### config.mk
export PLATFORM = sky130hd
export DESIGN_NAME = ram_mover_flat
export DESIGN_NICKNAME = d
export VERILOG_FILES = /design/src/rtl/ram_if.sv /design/src/rtl/ram_mover.sv /design/src/flat_wrapper.sv
export SDC_FILE = /design/constraint.sdc
export NUM_CORES = 1
export LEC_CHECK = 0
export CAP_MARGIN = 30
export CORE_MARGIN = 2
export CORE_UTILIZATION = 35
export CTS_BUF_LIST = sky130_fd_sc_hd__clkbuf_4
export DETAILED_ROUTE_END_ITERATION = 10
export MAX_ROUTING_LAYER = met4
export PLACE_DENSITY = 0.7
export SLEW_MARGIN = 20
export SYNTH_ARGS = -nofsm -noshare
export SYNTH_HDL_FRONTEND = slang
export SYNTH_SLANG_ARGS = --single-unit
### constraint.sdc
create_clock -name clk -period 5.3 [get_ports clk]
set_clock_uncertainty 0.15 [all_clocks]
set_input_delay 1.59 -clock clk [delete_from_list [all_inputs] [get_ports clk]]
set_output_delay 1.59 -clock clk [all_outputs]
set_load 0.005 [all_outputs]
### src/rtl/ram_if.sv
// Single-port RAM initiator bus: the mover drives address/data/strobes, the RAM returns read data.
interface ram_if #(
  parameter int unsigned ADDR_WIDTH = 10,
  parameter int unsigned DATA_WIDTH = 16
) ();
  logic [ADDR_WIDTH-1:0] ram_addr;
  logic [DATA_WIDTH-1:0] ram_din;
  logic [DATA_WIDTH-1:0] ram_dout;
  logic                  ram_we;
  logic                  ram_re;

  modport master (output ram_addr, ram_din, ram_we, ram_re, input ram_dout);
  modport slave  (input ram_addr, ram_din, ram_we, ram_re, output ram_dout);
endinterface

### src/rtl/ram_mover.sv
// Block-transfer engine (fill / forward copy / checksum) driving one single-port RAM.
// Optional feature macro: RAM_MOVER_SUM_EN enables the SUM op, accumulator and result register.
module ram_mover #(
  parameter int unsigned ADDR_WIDTH = 10,
  parameter int unsigned DATA_WIDTH = 16
) (
  input  logic                  clk,
  input  logic                  rst,
  input  logic                  start,
  input  logic [1:0]            op,
  input  logic [ADDR_WIDTH-1:0] src,
  input  logic [ADDR_WIDTH-1:0] dst,
  input  logic [ADDR_WIDTH:0]   len,
  input  logic [DATA_WIDTH-1:0] pattern,
  output logic                  busy,
  output logic                  done,
  output logic [DATA_WIDTH-1:0] result,
  ram_if.master                 ram
);

  localparam int unsigned LW = ADDR_WIDTH + 1;
  localparam logic [1:0] OP_FILL = 2'b00;
  localparam logic [1:0] OP_COPY = 2'b01;
`ifdef RAM_MOVER_SUM_EN
  localparam logic [1:0] OP_SUM  = 2'b10;
`endif

`ifdef RAM_MOVER_SUM_EN
  typedef enum logic [2:0] {IDLE, FILL, CRD, CWR, SRD, SACC} state_t;
`else
  typedef enum logic [2:0] {IDLE, FILL, CRD, CWR} state_t;
`endif

  state_t                state_q, state_d;
  logic [LW-1:0]         cnt_q, cnt_d;
  logic [LW-1:0]         len_q, len_d;
  logic [ADDR_WIDTH-1:0] src_q, src_d;
  logic [ADDR_WIDTH-1:0] dst_q, dst_d;
  logic                  fin_q, fin_d;
  logic                  busy_q, busy_d;
  logic                  done_q, done_d;
  logic [ADDR_WIDTH-1:0] addr_q, addr_d;
  logic [DATA_WIDTH-1:0] din_q, din_d;
  logic                  we_q, we_d;
  logic                  re_q, re_d;
`ifdef RAM_MOVER_SUM_EN
  logic [DATA_WIDTH-1:0] acc_q, acc_d;
  logic [DATA_WIDTH-1:0] result_q, result_d;
`endif

  // fin_q marks the one spare IDLE cycle before done; start is not accepted then
  always_comb begin
    state_d  = state_q;
    cnt_d    = cnt_q;
    len_d    = len_q;
    src_d    = src_q;
    dst_d    = dst_q;
    fin_d    = 1'b0;
    busy_d   = busy_q;
    done_d   = 1'b0;
    addr_d   = addr_q;
    din_d    = din_q;
    we_d     = 1'b0;
    re_d     = 1'b0;
`ifdef RAM_MOVER_SUM_EN
    acc_d    = acc_q;
    result_d = result_q;
`endif
    case (state_q)
      IDLE: begin
        if (fin_q) begin
          done_d = 1'b1;
          busy_d = 1'b0;
        end else if (start) begin
          src_d = src;
          dst_d = dst;
          len_d = len;
          cnt_d = '0;
          if (len == '0) begin
            fin_d = 1'b1;
          end else begin
            case (op)
              OP_FILL: begin
                state_d = FILL;
                busy_d  = 1'b1;
                addr_d  = dst;
                din_d   = pattern;
                we_d    = 1'b1;
                cnt_d   = LW'(1);
              end
              OP_COPY: begin
                state_d = CRD;
                busy_d  = 1'b1;
                addr_d  = src;
                re_d    = 1'b1;
              end
`ifdef RAM_MOVER_SUM_EN
              OP_SUM: begin
                state_d = SRD;
                busy_d  = 1'b1;
                addr_d  = src;
                re_d    = 1'b1;
                cnt_d   = LW'(1);
                acc_d   = '0;
              end
`endif
              default: fin_d = 1'b1;
            endcase
          end
        end
      end
      FILL: begin
        if (cnt_q == len_q) begin
          state_d = IDLE;
          fin_d   = 1'b1;
        end else begin
          addr_d = dst_q + ADDR_WIDTH'(cnt_q);
          we_d   = 1'b1;
          cnt_d  = cnt_q + LW'(1);
        end
      end
      CRD: begin
        state_d = CWR;
        addr_d  = dst_q + ADDR_WIDTH'(cnt_q);
        we_d    = 1'b1;
      end
      CWR: begin
        cnt_d = cnt_q + LW'(1);
        if (cnt_d == len_q) begin
          state_d = IDLE;
          fin_d   = 1'b1;
        end else begin
          state_d = CRD;
          addr_d  = src_q + ADDR_WIDTH'(cnt_d);
          re_d    = 1'b1;
        end
      end
`ifdef RAM_MOVER_SUM_EN
      SRD: begin
        // read data lags its read edge by one cycle, so nothing is returned yet on the first pass
        if (cnt_q > LW'(1)) acc_d = acc_q + ram.ram_dout;
        if (cnt_q == len_q) begin
          state_d = SACC;
        end else begin
          addr_d = src_q + ADDR_WIDTH'(cnt_q);
          re_d   = 1'b1;
          cnt_d  = cnt_q + LW'(1);
        end
      end
      SACC: begin
        result_d = acc_q + ram.ram_dout;
        done_d   = 1'b1;
        busy_d   = 1'b0;
        state_d  = IDLE;
      end
`endif
      default: state_d = IDLE;
    endcase
  end

  always_ff @(posedge clk or posedge rst) begin
    if (rst) begin
      state_q  <= IDLE;
      cnt_q    <= '0;
      len_q    <= '0;
      src_q    <= '0;
      dst_q    <= '0;
      fin_q    <= 1'b0;
      busy_q   <= 1'b0;
      done_q   <= 1'b0;
      addr_q   <= '0;
      din_q    <= '0;
      we_q     <= 1'b0;
      re_q     <= 1'b0;
`ifdef RAM_MOVER_SUM_EN
      acc_q    <= '0;
      result_q <= '0;
`endif
    end else begin
      state_q  <= state_d;
      cnt_q    <= cnt_d;
      len_q    <= len_d;
      src_q    <= src_d;
      dst_q    <= dst_d;
      fin_q    <= fin_d;
      busy_q   <= busy_d;
      done_q   <= done_d;
      addr_q   <= addr_d;
      din_q    <= din_d;
      we_q     <= we_d;
      re_q     <= re_d;
`ifdef RAM_MOVER_SUM_EN
      acc_q    <= acc_d;
      result_q <= result_d;
`endif
    end
  end

  // Copy write data is forwarded straight from the RAM output; the select is the registered state.
  assign ram.ram_din  = (state_q == CWR) ? ram.ram_dout : din_q;
  assign ram.ram_addr = addr_q;
  assign ram.ram_we   = we_q;
  assign ram.ram_re   = re_q;
  assign busy         = busy_q;
  assign done         = done_q;
`ifdef RAM_MOVER_SUM_EN
  assign result       = result_q;
`else
  assign result       = '0;
`endif

endmodule

### src/flat_wrapper.sv
// flat-port wrapper written by rule: the top's interface ports become plain ports
module ram_mover_flat 
#(
  parameter int unsigned ADDR_WIDTH = 10,
  parameter int unsigned DATA_WIDTH = 16
)
  (clk, rst, start, op, src, dst, len, pattern, busy, done, result, ram_ram_addr, ram_ram_din, ram_ram_we, ram_ram_re, ram_ram_dout);
  ram_if #(.ADDR_WIDTH(ADDR_WIDTH), .DATA_WIDTH(DATA_WIDTH)) ram_i ();
  input  logic clk;
  input  logic rst;
  input  logic start;
  input  logic [1:0] op;
  input  logic [ADDR_WIDTH-1:0] src;
  input  logic [ADDR_WIDTH-1:0] dst;
  input  logic [ADDR_WIDTH:0] len;
  input  logic [DATA_WIDTH-1:0] pattern;
  output logic busy;
  output logic done;
  output logic [DATA_WIDTH-1:0] result;
  output wire logic [$bits(ram_i.ram_addr)-1:0] ram_ram_addr;
  output wire logic [$bits(ram_i.ram_din)-1:0] ram_ram_din;
  output wire logic [$bits(ram_i.ram_we)-1:0] ram_ram_we;
  output wire logic [$bits(ram_i.ram_re)-1:0] ram_ram_re;
  input wire logic [$bits(ram_i.ram_dout)-1:0] ram_ram_dout;
  assign ram_ram_addr = ram_i.ram_addr;
  assign ram_ram_din = ram_i.ram_din;
  assign ram_ram_we = ram_i.ram_we;
  assign ram_ram_re = ram_i.ram_re;
  assign ram_i.ram_dout = ram_ram_dout;
  ram_mover #(.ADDR_WIDTH(ADDR_WIDTH), .DATA_WIDTH(DATA_WIDTH)) u_core (.clk(clk), .rst(rst), .start(start), .op(op), .src(src), .dst(dst), .len(len), .pattern(pattern), .busy(busy), .done(done), .result(result), .ram(ram_i));
endmodule
==> results.sh, run 1 <==
export IMPL_grt_pass1_vias=4439
export IMPL_grt_overflow_total=0
export IMPL_final_antenna_net_count=0
export IMPL_ys_seq_elements=75
export IMPL_drc=0
export IMPL_cts_hold_buf=0
export IMPL_topRoutingLayerUsed="met4"
export IMPL_hold_viol_final=0
export IMPL_worst_slack_ns=0.8498
export IMPL_timing_rr_end="u_core.ram.ram_addr[9]$_DFFE_PP0P_"
export IMPL_wl_met3_um=865
export IMPL_die_w_um=123.6
export IMPL_synth_top_area_cell="dfrtp_1"
export IMPL_num_antenna_cells=0
export IMPL_seq_area_frac_synth_pct=37.47
export IMPL_cts_clk_slew_worst_paths_ns=0.12
export IMPL_fin_area_um2=6287
export IMPL_row_count=43
export IMPL_syn_inst=558
export IMPL_antenna_found_initial=0
export IMPL_cts_root_buf="clkbuf_4"
export IMPL_dieHeight_um=123.6
export IMPL_fillers=1335
export IMPL_slowest_stage="clkdlybuf4s50_1"
export IMPL_grt_pass1_wl_um=21740
export IMPL_viasPerCell=5.267
export IMPL_critPathKind="input pin to output pin"
export IMPL_wl_per_cell_um=16.42
export IMPL_multiInputGateArea_um2=2914
export IMPL_min_to="u_core.src_q[3]$_DFFE_PP0P_"
export IMPL_end_kind="output pin"
export IMPL_syn2layout_area_growth_pct=25.53
export IMPL_synth_top_area_share_pct=37.47
export IMPL_cts_buffers_inserted=9
export IMPL_status="finished clean"
export IMPL_cp_cell_sequence="clkdlybuf4s50_1, mux2_2, clkdlybuf4s50_1"
export IMPL_synthArstFlopShare_pct=100.0
export IMPL_synthTopCellsByArea="dfrtp_1 (37%), nand2_1 (10%), mux2_2 (9.7%), ha_1 (6.0%), xnor2_1 (3.7%)"
export IMPL_reg2regPathDepth=11
export IMPL_drt_first_pass_iters=4
export IMPL_synthFlopType="dfrtp_1"
export IMPL_fin_crit_sh_pct=83.97
export IMPL_netlist_area_um2=5009
export IMPL_synth_edff_count=0
export IMPL_worstPathArrival_ns=2.71
export IMPL_final_util_pct=45.12
export IMPL_cts_sinks=75
export IMPL_worstMarginPinSlew_ns=0.8234
export IMPL_seq_area_um2=1877
export IMPL_min_path_cells=2
export IMPL_r2r_setup_slack_ns=1.79
export IMPL_slew_viol_final=0
export IMPL_vias=4377
export IMPL_avgSynthCellArea_um2=8.976
export IMPL_nNetsFinal=740
export IMPL_drive_above_1_share_pct=11.52
export IMPL_place_area_um2=6101
export IMPL_synth_warnings=0
export IMPL_rsz0062_at_grt="no"
export IMPL_io_buffer_count=97
export IMPL_startpoint_type="input pin"
export IMPL_m1WireLength_um=6048
export IMPL_yosys_cell_count_top_type="nand2_1"
export IMPL_die_area_um2=15280
export IMPL_grt_max_degree=76
export IMPL_cts_tree="yes"
export IMPL_io_pins=114
export IMPL_core_um2=13930
export IMPL_post_cts_buffers=0
export IMPL_cts_resized_gates=0
export IMPL_cpPeakStageDelay_ns=0.45
export IMPL_max_slew_margin_pct=44.94
export IMPL_path_common_cell="clkdlybuf4s50_1"
export IMPL_peakVddDrop_mv=0.2830
export IMPL_dp_slack_ns=0.8439
export IMPL_insertion_delay_ns=0.46
export IMPL_drt_wl_total_um=13640
export IMPL_dp_hpwl_um=10170
export IMPL_setup_violations=0
export IMPL_ys_types=58
export IMPL_wl_met2_um=6407
export IMPL_grt_usage_pct=18.95
export IMPL_whs_ns=0.3508
export IMPL_p_leak_nw=2.780
export IMPL_rr_startpoint="u_core.cnt_q[2]$_DFFE_PP0P_"
export IMPL_cts_path_max_buffers=2
export IMPL_start_util_pct=35.94
export IMPL_crit_required_ns=3.56
export IMPL_cts_htree_levels=3
export IMPL_hp_start="u_core.src_q[3]$_DFFE_PP0P_"
export IMPL_tns_ns=0
export IMPL_hold_class="flip-flop to flip-flop"
export IMPL_max_clock_freq_ghz=0.2247
export IMPL_crit_fanout=1
export IMPL_drt_iter0_drc=241
export IMPL_finalCriticalPeriod_ns=4.450
export IMPL_gp_congestion=0.8976
export IMPL_cap_violations=0
export IMPL_synthTopCellsByCount="nand2_1 (138), dfrtp_1 (75), mux2_2 (43)"
export IMPL_powerDensity_nw_per_um2=503.3
power breakdown:
part	switching [mW]	internal (mW)	total, mW
Combinational	0.908	0.892	1.80
Sequential	0.186	0.813	0.998
Clock	0.216	0.150	0.366
registers in the layout, indices dropped and copies added (netlist names), 2 cells and up:
signal	count
u_core.cnt_q	11
u_core.din_q	16
u_core.dst_q	10
u_core.len_q	11
u_core.state_q	2
u_core.src_q	10
u_core.ram.ram_addr	10
cells by family (layout without fill, tap and decap cells):
| group | Yosys count | in the layout | share of synthesized area, % |
|---|---|---|---|
| XOR/XNOR | 33 | 33 | 5.771 |
| buffers and inverters | 58 | 136 | 5.845 |
| AO/OA/AOI/OAI | 108 | 108 | 14.76 |
| other | 1 | 16 | 0.07487 |
| AND/OR/NAND/NOR | 212 | 212 | 19.21 |
| adder cells (fa/ha/maj) | 26 | 26 | 6.795 |
| flip-flops | 75 | 75 | 37.47 |
| multiplexers | 45 | 45 | 10.07 |
metrics by stage:
stage / total power, mW / std cells
detailed placement: 2.767 / 812
CTS: 3.153 / 828
finish: 3.164 / 831
global placement: 2.687 / 811
floorplan: 2.119 / 573
global route: 3.414 / 831
worst max-delay path, delay by kind of cell:
family / cells / cell delay, ns
mux: 1 / 0.27
buf+inv: 2 / 0.86
area by class of cell:
type	count	area share [%]
multi-input cells	440	46.35
well taps	180	3.582
repair buffers	105	17.09
inverters	15	0.8955
clock inverters	6	1.035
clock buffers	10	1.194
flip-flops and latches	75	29.85
cell usage in the layout (no fill, tap or decap), types with 5 or more instances in the layout:
cell	count
o31ai_1	5
o21a_1	5
nor4_1	7
conb_1	16
a21oi_1	12
o21ai_0	30
a211oi_1	11
a31oi_1	10
nand2b_1	5
xnor2_1	21
inv_1	14
ha_1	24
mux2_2	43
nand3_1	8
clkdlybuf4s50_1	97
nor2_1	18
nand2_1	138
dfrtp_1	75
clkbuf_4	10
nor3_1	6
nand4_1	5
xor2_1	12
worst max-delay path by stage:
stage,start,to,depth (start not counted)
floorplan,rst,u_core.busy$_DFFE_PP0P_,1
finish,ram_ram_dout[3],ram_ram_din[3],3
detailed placement,ram_ram_dout[5],ram_ram_din[5],3
global route,u_core.state_q[1]$_DFFE_PP0P_,ram_ram_din[8],4
global placement,ram_ram_dout[13],ram_ram_din[13],3
CTS,u_core.state_q[0]$_DFFE_PP0P_,ram_ram_din[8],4
metal layers:
layer	GRT usage, %	vias up
li1	-	2104
met1	23.34	2101
met2	29.46	150
met3	5.586	22
met4	7.173	0
met5	-	-
No activity file was read; power rests on OpenSTA's default activity.
==> run 2: changes to the inputs <==
clock period = 4.3 ns   (was 5.3 ns; I/O delays follow)
==> results.sh, run 2 (synthesis results as in run 1) <==
export IMPL_nNetsFinal=742
export IMPL_slew_viol_final=0
export IMPL_worstMarginPinSlew_ns=0.7919
export IMPL_final_antenna_net_count=0
export IMPL_final_common_cell="nand2_1"
export IMPL_cap_violations=0
export IMPL_cts_sinks=75
export IMPL_dieHeight_um=123.6
export IMPL_setup_violations=0
export IMPL_cts_path_max_buffers=2
export IMPL_sw_frac_of_total_pct=40.60
export IMPL_cts_resized_gates=0
export IMPL_dp_hpwl_um=9887
export IMPL_startpoint_type="flip-flop"
export IMPL_max_clock_freq_ghz=0.2592
export IMPL_finalCriticalPeriod_ns=3.857
export IMPL_cts_hold_buf=0
export IMPL_critPathKind="flip-flop to output pin"
export IMPL_io_buffer_count=97
export IMPL_start_util_pct=35.94
export IMPL_gp_congestion=0.8746
export IMPL_viasPerCell=5.161
export IMPL_tns_ns=0
export IMPL_status="finished clean"
export IMPL_hold_class="flip-flop to flip-flop"
export IMPL_antenna_found_initial=0
export IMPL_cts_clk_slew_worst_paths_ns=0.12
export IMPL_drt_wl_total_um=13240
export IMPL_cts_tree="yes"
export IMPL_peakVddDrop_mv=0.3039
export IMPL_num_antenna_cells=0
export IMPL_layout_common_cells="nand2_1 (138), clkdlybuf4s50_1 (97), dfrtp_1 (75)"
export IMPL_final_util_pct=45.06
export IMPL_end_kind="output pin"
export IMPL_fin_crit_sh_pct=89.71
export IMPL_power_frac_clock_pct=12.5
export IMPL_p_leak_nw=2.773
export IMPL_powerDensity_nw_per_um2=617.3
export IMPL_vias=4289
export IMPL_insertion_delay_ns=0.44
export IMPL_io_pins=114
export IMPL_drc=0
export IMPL_regMostFlops="u_core.din_q"
export IMPL_drt_first_pass_iters=4
export IMPL_internal_power_mw=2.302
export IMPL_max_slew_margin_pct=47.21
export IMPL_crit_required_ns=2.86
export IMPL_top_regs="u_core.din_q: 16 flops, u_core.cnt_q: 11 flops, u_core.len_q: 11 flops"
export IMPL_worstPathArrival_ns=2.42
export IMPL_grt_max_degree=76
export IMPL_grt_pass1_wl_um=21450
export IMPL_post_cts_buffers=0
export IMPL_syn2layout_area_growth_pct=25.36
export IMPL_grt_overflow_total=0
export IMPL_cts_htree_levels=3
export IMPL_grt_pass1_vias=4391
export IMPL_die_area_um2=15280
export IMPL_drive_above_1_share_pct=11.52
export IMPL_grt_usage_pct=18.77
export IMPL_switching_power_mw=1.574
export IMPL_seqPwrFrac_pct=31.8
export IMPL_drt_iter0_drc=273
export IMPL_die_w_um=123.6
export IMPL_p_total_mw=3.876
export IMPL_crit_fanout=17
export IMPL_rsz0062_at_grt="no"
export IMPL_cts_root_buf="clkbuf_4"
export IMPL_core_um2=13930
export IMPL_largest_reg_flops=16
export IMPL_wl_per_cell_um=15.94
export IMPL_row_count=43
export IMPL_comb_power_share_pct=55.8
export IMPL_cts_buffers_inserted=9
export IMPL_hold_viol_final=0
==> run 2: metrics by stage <==
step | std cells | hold WS (ns) | area [um2] | setup slack [ns]
after floorplan | 573 | 0.2997 | 5065 | 0.9500
after global placement | 816 | 0.3230 | 6111 | 0.4801
after detailed placement | 816 | 0.3213 | 6111 | 0.4415
after CTS | 830 | 0.3561 | 6259 | 0.3723
after global routing | 831 | 0.3690 | 6279 | 0.2954
final | 831 | 0.3550 | 6279 | 0.4426
==> run 2: area by class of cell <==
cell class | count | area, um2
inverters | 15 | 56.30
clock buffers | 9 | 67.56
multi-input cells | 440 | 2914
fillers | 1343 | 7656
clock inverters | 5 | 80.08
repair buffers | 107 | 1059
well taps | 180 | 225.2
flip-flops and latches | 75 | 1877
==> run 2: layer usage <==
layer	part of all wire, %	vias up	global-route usage, %
met1	45	2023	24.28
met4	1.7	0	6.605
li1	-	2106	-
met5	0	-	-
met3	5.9	18	3.846
met2	47	142	29.33
==> run 2: worst max-delay path: stages (launching register included) <==
cell and delay, ns:
dfrtp_1 0.42, ha_1 0.69, mux2_2 0.41, clkdlybuf4s50_1 0.46
==> run 2: power groups by stage <==
stage | Sequential, mW | Clock [mW] | Combinational, mW
floorplan | 1.17 | 0 | 1.44
global placement | 1.23 | 0 | 2.10
detailed placement | 1.24 | 0 | 2.15
CTS | 1.23 | 0.507 | 2.17
global route | 1.27 | 0.532 | 2.40
finish | 1.23 | 0.484 | 2.16
==> run 2: path summary, 6_finish.rpt <==
kind,slack [ns],to,start,cells past startpoint
max reg2reg,0.86,u_core.ram.ram_addr[9]$_DFFE_PP0P_,u_core.cnt_q[2]$_DFFE_PP0P_,11
min in group asynchronous,1.11,u_core.src_q[3]$_DFFE_PP0P_,rst,3
min reg2reg,0.36,u_core.src_q[2]$_DFFE_PP0P_,u_core.src_q[2]$_DFFE_PP0P_,2
max in group asynchronous,2.31,u_core.din_q[12]$_DFFE_PP0P_,rst,4
min,0.36,u_core.src_q[2]$_DFFE_PP0P_,u_core.src_q[2]$_DFFE_PP0P_,2
max,0.44,ram_ram_din[7],u_core.state_q[1]$_DFFE_PP0P_,3
==> run 3: changes to the inputs <==
==> constraint.sdc (replaced) <==
create_clock -name clk -period 4.3 [get_ports clk]
set_clock_uncertainty 0.15 [all_clocks]
set_input_delay 0.645 -clock clk [delete_from_list [all_inputs] [get_ports clk]]
set_output_delay 0.645 -clock clk [all_outputs]
set_load 0.005 [all_outputs]
==> results.sh, run 3 (synthesis results as in run 1) <==
export IMPL_crit_fanout=10
export IMPL_row_count=43
export IMPL_drt_iter0_drc=201
export IMPL_grt_max_degree=38
export IMPL_grt_pass1_wl_um=21940
export IMPL_timing_rr_end="u_core.ram.ram_addr[9]$_DFFE_PP0P_"
export IMPL_start_util_pct=35.94
export IMPL_final_common_cell="nand2_1"
export IMPL_top_regs="u_core.din_q: 16 flops, u_core.cnt_q: 11 flops, u_core.len_q: 11 flops"
export IMPL_tns_ns=0
export IMPL_gp_congestion=0.9297
export IMPL_startpoint="u_core.cnt_q[2]$_DFFE_PP0P_"
export IMPL_viasPerCell=5.331
export IMPL_whs_ns=0.3465
export IMPL_cts_buffers_inserted=9
export IMPL_crit_required_ns=4.50
export IMPL_drt_wl_total_um=13410
export IMPL_stdcell_count=830
export IMPL_slew_viol_final=0
export IMPL_status="finished clean"
export IMPL_insertion_delay_ns=0.45
export IMPL_end_kind="flip-flop"
export IMPL_syn2layout_area_growth_pct=24.16
export IMPL_internal_power_mw=2.204
export IMPL_cts_sinks=75
export IMPL_io_buffer_count=97
export IMPL_cts_hold_buf=0
export IMPL_p_total_mw=3.792
export IMPL_fin_crit_sh_pct=78.56
export IMPL_final_antenna_net_count=0
export IMPL_finalCriticalPeriod_ns=3.378
export IMPL_io_pins=114
export IMPL_cts_htree_levels=3
export IMPL_cts_root_buf="clkbuf_4"
export IMPL_cap_violations=0
export IMPL_p_leak_nw=2.744
export IMPL_dp_hpwl_um=10320
export IMPL_drt_first_pass_iters=5
export IMPL_max_clock_freq_ghz=0.2960
export IMPL_cts_path_max_buffers=2
export IMPL_hold_viol_final=0
export IMPL_seqPwrFrac_pct=32.7
export IMPL_post_cts_buffers=0
export IMPL_core_um2=13930
export IMPL_largest_reg_flops=16
export IMPL_hold_class="flip-flop to flip-flop"
export IMPL_reg2regPathDepth=11
export IMPL_layout_common_cells="nand2_1 (138), clkdlybuf4s50_1 (97), dfrtp_1 (75)"
export IMPL_dieHeight_um=123.6
export IMPL_nNetsFinal=740
export IMPL_worstPathArrival_ns=3.57
export IMPL_wl_per_cell_um=16.16
export IMPL_peakVddDrop_mv=0.2962
export IMPL_placedCellCount=814
export IMPL_rr_startpoint="u_core.cnt_q[2]$_DFFE_PP0P_"
export IMPL_final_util_pct=44.63
export IMPL_critPathKind="flip-flop to flip-flop"
export IMPL_sw_frac_of_total_pct=41.89
export IMPL_comb_power_share_pct=57.3
export IMPL_switching_power_mw=1.588
export IMPL_cts_clk_slew_worst_paths_ns=0.12
export IMPL_num_antenna_cells=0
export IMPL_cts_resized_gates=0
export IMPL_vias=4425
export IMPL_antenna_found_initial=0
export IMPL_startpoint_type="flip-flop"
export IMPL_grt_pass1_vias=4401
export IMPL_setup_violations=0
export IMPL_r2r_setup_slack_ns=0.92
export IMPL_power_frac_clock_pct=9.9
export IMPL_drc=0
export IMPL_powerDensity_nw_per_um2=609.8
export IMPL_drive_above_1_share_pct=11.54
export IMPL_die_area_um2=15280
export IMPL_grt_usage_pct=19.28
export IMPL_grt_overflow_total=0
export IMPL_cts_tree="yes"
export IMPL_max_slew_margin_pct=46.41
export IMPL_worstMarginPinSlew_ns=0.8026
export IMPL_die_w_um=123.6
export IMPL_regMostFlops="u_core.din_q"
export IMPL_fillers=1382
export IMPL_rsz0062_at_grt="no"
export IMPL_worstSetupEndpoint="u_core.ram.ram_addr[9]$_DFFE_PP0P_"
[run 3: per-stage QoR]
| stage | setup WS, ns | area, um2 |
|---|---|---|
| after CTS | 0.9118 | 6207 |
| after global routing | 0.6843 | 6218 |
| after detailed placement | 0.8583 | 6096 |
| after floorplan | 1.422 | 5065 |
| after global placement | 0.9247 | 6096 |
| final | 0.9221 | 6218 |
[run 3: cell type report]
type	instances	area, um2	area share, %
Timing Repair Buffer	105	1035	16.64
Inverter	15	56.30	0.9054
Clock inverter	4	28.78	0.4628
Clock buffer	11	82.58	1.328
Tap cell	180	225.2	3.622
Multi-Input combinational cell	440	2914	46.86
Sequential cell	75	1877	30.18
[run 3: worst max-delay path, cell delays in order, from the launching register on]
cell       delay (ns)
dfrtp_1          0.62
nand3_4          0.19
nor2_1           0.24
xnor2_1          0.20
inv_1            0.10
ha_1             0.34
a2111oi_0        0.36
o21ai_0          0.21
a41oi_1          0.34
xnor2_1          0.15
o211ai_1         0.10
mux2_2           0.26
[run 3: how the worst min path moves through the flow]
stage	from	to	slack, ns	depth (start not counted)
final	u_core.src_q[3]$_DFFE_PP0P_	u_core.src_q[3]$_DFFE_PP0P_	0.35	2
after global placement	u_core.src_q[8]$_DFFE_PP0P_	u_core.src_q[8]$_DFFE_PP0P_	0.32	2
after floorplan	u_core.src_q[2]$_DFFE_PP0P_	u_core.src_q[2]$_DFFE_PP0P_	0.30	2
after detailed placement	u_core.src_q[3]$_DFFE_PP0P_	u_core.src_q[3]$_DFFE_PP0P_	0.33	2
after CTS	u_core.src_q[3]$_DFFE_PP0P_	u_core.src_q[3]$_DFFE_PP0P_	0.35	2
after global routing	u_core.src_q[8]$_DFFE_PP0P_	u_core.src_q[8]$_DFFE_PP0P_	0.37	2
[run 3: routing by layer]
layer / part of all wire (%) / GRT usage (%)
met1: 44 / 23.60
met2: 47 / 31.52
met3: 7.5 / 5.266
met4: 2.0 / 5.114
met5: 0 / -
[run 3: power by group through the flow]
stage,combinational [mW],clock (mW),sequential (mW)
2_1_floorplan,1.44,0,1.17
3_3_place_gp,2.09,0,1.24
3_5_place_dp,2.15,0,1.25
4_1_cts,2.17,0.396,1.24
5_1_grt,2.41,0.427,1.28
6_report,2.17,0.377,1.24
